<file path="config.mk">
export PLATFORM = sky130hd
export DESIGN_NAME = bp_fe_bht_update_queue
export DESIGN_NICKNAME = d
export VERILOG_FILES = /design/src/rtl/bp_fe_bht_update_queue.sv
export SDC_FILE = /design/constraint.sdc
export NUM_CORES = 1
export LEC_CHECK = 0
export BUFFER_PORTS_ARGS = -buffer_cell sky130_fd_sc_hd__buf_2
export CAP_MARGIN = 20
export CORE_ASPECT_RATIO = 0.75
export CORE_MARGIN = 2
export CORE_UTILIZATION = 50
export DETAILED_ROUTE_END_ITERATION = 7
export PLACE_DENSITY = 0.71
export SETUP_SLACK_MARGIN = 0.4
export SYNTH_ARGS = -nofsm -noshare
export SYNTH_HDL_FRONTEND = slang
export SYNTH_SLANG_ARGS = --single-unit
</file>
<file path="constraint.sdc">
create_clock -name clk_i -period 7.85 [get_ports clk_i]
set_input_delay 1.1775 -clock clk_i [delete_from_list [all_inputs] [get_ports clk_i]]
set_output_delay 1.1775 -clock clk_i [all_outputs]
set_load 0.05 [all_outputs]
</file>
<file path="src/rtl/bp_fe_bht_update_queue.sv">
// Buffers branch-resolution updates for the BHT write port in a small FIFO,
// filtering redundant updates and counting filtered and dropped ones.
module bp_fe_bht_update_queue #(
  parameter int bht_idx_width_p    = 6,
  parameter int bht_offset_width_p = 1,
  parameter int ghist_width_p      = 2,
  parameter int bht_row_els_p      = 2,
  parameter int els_p              = 4,
  parameter int cnt_width_p        = 16,
  localparam int bht_row_width_p   = 2*bht_row_els_p
) (
  input  logic                          clk_i,
  input  logic                          reset_i,
  input  logic                          init_done_i,
  input  logic                          flush_i,
  input  logic                          in_v_i,
  input  logic [bht_idx_width_p-1:0]    in_idx_i,
  input  logic [bht_offset_width_p-1:0] in_offset_i,
  input  logic [ghist_width_p-1:0]      in_ghist_i,
  input  logic [bht_row_width_p-1:0]    in_val_i,
  input  logic                          in_correct_i,
  output logic                          w_v_o,
  output logic [bht_idx_width_p-1:0]    w_idx_o,
  output logic [bht_offset_width_p-1:0] w_offset_o,
  output logic [ghist_width_p-1:0]      w_ghist_o,
  output logic [bht_row_width_p-1:0]    w_val_o,
  output logic                          w_correct_o,
  input  logic                          w_yumi_i,
  output logic [cnt_width_p-1:0]        drop_cnt_o,
  output logic [cnt_width_p-1:0]        filter_cnt_o
);

  localparam int ptr_w   = $clog2(els_p);
  localparam int entry_w = bht_idx_width_p + bht_offset_width_p + ghist_width_p
                         + bht_row_width_p + 1;

  typedef enum logic {e_wait, e_run} state_e;

  function automatic logic [cnt_width_p-1:0] sat_inc(input logic [cnt_width_p-1:0] x,
                                                     input logic en);
    return (en && !(&x)) ? x + cnt_width_p'(1) : x;
  endfunction

  state_e                state_r, state_n;
  logic [entry_w-1:0]    mem [els_p];
  logic [entry_w-1:0]    head_r, head_n, in_entry;
  logic [ptr_w-1:0]      wptr_r, rptr_r, wptr_n, rptr_n;
  logic [ptr_w:0]        count_r, count_n;
  logic [1:0]            ctr;
  logic                  full, empty, filtered, enq, deq, drop;

  assign in_entry = {in_idx_i, in_offset_i, in_ghist_i, in_val_i, in_correct_i};
  assign ctr      = in_val_i[{in_offset_i, 1'b0} +: 2];
  assign filtered = in_v_i & in_correct_i & ((ctr == 2'b11) | (ctr == 2'b00));
  assign full     = (count_r == (ptr_w+1)'(els_p));
  assign empty    = (count_r == '0);
  assign w_v_o    = (state_r == e_run) & ~empty;
  assign deq      = w_v_o & w_yumi_i;
  // A flush swallows any same-cycle update without counting it.
  assign enq      = in_v_i & ~filtered & ~flush_i & (~full | deq);
  assign drop     = in_v_i & ~filtered & ~flush_i & full & ~deq;

  always_comb begin
    state_n = state_r;
    case (state_r)
      e_wait:  if (init_done_i) state_n = e_run;
      e_run:   state_n = e_run;
      default: state_n = e_wait;
    endcase
  end

  always_comb begin
    rptr_n  = rptr_r + ptr_w'(deq);
    wptr_n  = wptr_r + ptr_w'(enq);
    count_n = count_r + (ptr_w+1)'(enq) - (ptr_w+1)'(deq);
    head_n  = '0;
    if (flush_i) begin
      rptr_n  = '0;
      wptr_n  = '0;
      count_n = '0;
    end else if (count_n != '0) begin
      // Bypass when the slot being written is the next head (queue drains to empty).
      if (enq && (rptr_n == wptr_r)) head_n = in_entry;
      else                           head_n = mem[rptr_n];
    end
  end

  always_ff @(posedge clk_i or posedge reset_i) begin
    if (reset_i) begin
      state_r      <= e_wait;
      rptr_r       <= '0;
      wptr_r       <= '0;
      count_r      <= '0;
      head_r       <= '0;
      drop_cnt_o   <= '0;
      filter_cnt_o <= '0;
    end else begin
      state_r      <= state_n;
      rptr_r       <= rptr_n;
      wptr_r       <= wptr_n;
      count_r      <= count_n;
      head_r       <= head_n;
      drop_cnt_o   <= sat_inc(drop_cnt_o, drop);
      filter_cnt_o <= sat_inc(filter_cnt_o, filtered & ~flush_i);
    end
  end

  always_ff @(posedge clk_i) begin
    if (enq) mem[wptr_r] <= in_entry;
  end

  assign {w_idx_o, w_offset_o, w_ghist_o, w_val_o, w_correct_o} = head_r;

endmodule

</file>
==> reports/metrics.yaml <==
clock_tree:
  cts_setup_buffers: 0
  cts.sinks: 110
  root_buffer: "clkbuf_16"
  ctsResizeCount: 0
  cts_tree: "yes"
  clk_path_buf_depth: 2
  cts_buffers: 9
  cts_max_level: 3
  clkTransAtPathRegs_ns: 0.07
  cts-hold-fix-buffers: 0
  clk_latency_ns: 0.34
setup_path:
  arrival_ns: 3.95
  crit_path_max_fanout: 14
  cp.required_ns: 8.05
  endpoint_kind: "register"
  startpoint_type: "primary input"
  crit_type: "in2reg"
sta:
  worst_slack_ns: 4.11
  tightest_slew_ns: 0.979
  slew_viol_final: 0
  rsz0062_at_grt: "no"
  final.setup_skew_ns: 0.00480
  setup_viol: 0
  post-route-min-period_ns: 3.74
  whs_ns: 0.501
  hold_violations: 0
  relSlewSlack_pct: 34.7
  period_share_pct: 47.7
  fmax_mhz: 267
  setup_tns_ns: 0
yosys:
  synth_cell_types: 47
  synth_warnings: 0
  synth_top_area_cell: "edfxtp_1"
  synth_common_cells: "56 x edfxtp_1, 54 x dfrtp_1, 28 x nor2_1"
  synth-seq-cells: 110
  synth_seq_area_share_pct: 64.5
  syn_nets: 339
  ys.flop_type: "edfxtp_1"
  yosysMostFrequentCell: "edfxtp_1"
  netlist_instances: 312
  synth_edf_count: 56
  synth_top_area_share_pct: 35.8
  ys_async_sr_fraction_pct: 49.1
  synth.cell_area_sq_um: 4700
  syn_area_per_cell_sq_um: 15.1
  synthTopCellsByArea: "edfxtp_1 36%, dfrtp_1 29%, mux4_2 6.7%, xnor2_1 4.5%, mux2i_1 3.0%"
power:
  vdd_drop_max_v: 0.000243
  p_sw_share_pct: 33.8
  p_leak_nw: 2.38
  p_comb_share_pct: 33.8
  p_per_area_nw_per_um2: 327
  p_seq_share_pct: 39.2
  power.switching_uw: 611
  power_frac_clock_pct: 27.0
  power_mw: 1.81
  p_int_mw: 1.20
finish:
  diodes: 0
  nFillCells: 713
  drive_gt1_share_pct: 30.3
  final_nets: 412
  instances_no_fill: 518
  syn_to_final_growth_pct: 17.6
global_routing:
  track_usage_pct: 18.1
  grt_overflow: 0
  met1_usage_pct: 25.1
  first_global_vias: 2636
  antenna_found_initial: 0
  use_met2_pct: 28.5
  grt_pass1_wl_um: 13800
  grt_max_degree: 55
  grt_busiest_layer: "met2"
  use_met3_pct: 4.50
placed_design:
  place_congestion: 0.825
  dp.cells: 501
  numPortBuffers: 66
  dpl.hpwl_um: 5540
  place_ws_ns: 3.77
route:
  route.detailed.wl_per_inst_um: 16.5
  antenna_left: 0
  drtIter0Drc: 104
  firstDrtPassIters: 4
  drc: 0
  postRouteWirelength_um: 8530
  num_vias: 2700
  routed_via_density: 5.21
die:
  floorplan.initialDensity_pct: 51.7
  die_area_sq_um: 10200
  rows: 30
  chipWidth_um: 116
  pin_count: 67
  die_height_um: 88.0
  core_area_sq_um: 9080
job:
  drv_cap: 0
run_status:
  status: "complete, no violations"
worst_hold_path:
  hold_class: "reg2reg"
[kinds of logic after synthesis]
logic type | count (synthesis) | synth area share, %
AO/OA/AOI/OAI | 8 | 1.41
XOR/XNOR | 36 | 6.87
adder cells (fa/ha/maj) | 7 | 2.02
buffers and inverters | 21 | 2.21
flip-flops | 110 | 64.5
AND/OR/NAND/NOR | 99 | 12.6
multiplexers | 31 | 10.4
[registers in the layout, summed over array words and instances, names as in the netlist]
signal,count
head_r,14
rptr_r,2
count_r,3
drop_cnt_o,16
state_r,1
wptr_r,2
filter_cnt_o,16
mem,56
[worst max-delay path, cell delays in order]
cell and delay [ns]:
buf_2 0.13, xnor2_1 0.17, a22o_1 0.29, nor2_1 0.10, nand2_1 0.16, ha_1 0.33
inv_1 0.04, ha_1 0.18, fa_1 0.38, xnor2_1 0.20, xnor2_1 0.18, a21o_1 0.47
nor2_1 0.12
[cell type report]
cell class | instances | area (sq um) | share of cell area, %
Sequential cell | 110 | 3030 | 54.8
Tap cell | 128 | 160 | 2.90
Clock inverter | 5 | 82.6 | 1.49
Multi-Input combinational cell | 181 | 1580 | 28.6
Clock buffer | 11 | 243 | 4.39
Inverter | 12 | 45.0 | 0.814
Timing Repair Buffer | 71 | 388 | 7.01
[metrics by stage]
stage | cell area (sq um) | utilization [%]
finish | 5530 | 60.9
global route | 5530 | 60.9
CTS | 5500 | 60.6
detailed placement | 5180 | 57.0
global placement | 5180 | 57.0
floorplan | 4700 | -
[placed cells by master (no fill, tap or decap), types with 3 or more instances in the layout]
cell type,netlist,routed
mux4_2,14,14
nor2_1,28,28
nor3_2,2,3
nor3b_2,1,3
nand2_1,11,11
nand3_1,12,12
edfxtp_1,56,56
mux2_1,3,3
clkbuf_16,0,9
inv_1,12,11
buf_4,2,4
xnor2_1,24,24
ha_1,6,6
nand4_1,9,9
nor4_2,3,3
dfrtp_1,54,54
and3_1,5,5
mux2i_1,14,14
xor2_1,11,11
nor2b_1,6,6
nor3_1,5,4
buf_2,2,66
[layer usage]
| metal | vias to the layer above | share of wire (%) |
|---|---|---|
| li1 | 1284 | - |
| met1 | 1353 | 47 |
| met2 | 55 | 48 |
| met3 | 8 | 3.9 |
| met4 | 0 | 1.2 |
| met5 | - | 0 |
[path summary, 6_finish.rpt]
path | startpoint | endpoint | slack, ns | cells past startpoint
min in group asynchronous | reset_i | filter_cnt_o[1] | 1.01 | 3
setup reg to reg | count_r[1] | head_r[0] | 4.85 | 8
setup / recovery | in_val_i[0] | head_r[4] | 4.11 | 13
max in group asynchronous | reset_i | head_r[10] | 6.35 | 3
hold / removal | filter_cnt_o[14] | filter_cnt_o[14] | 0.50 | 1
hold reg to reg | filter_cnt_o[14] | filter_cnt_o[14] | 0.50 | 1
[power by group through the flow]
stage,clock [mW],sequential (mW),combinational [mW]
final,0.488,0.709,0.612
after global routing,0.521,0.717,0.661
after detailed placement,0,0.721,0.590
after floorplan,0,0.856,0.333
after global placement,0,0.720,0.580
after CTS,0.498,0.709,0.591
(Power assumes the default switching activity.)
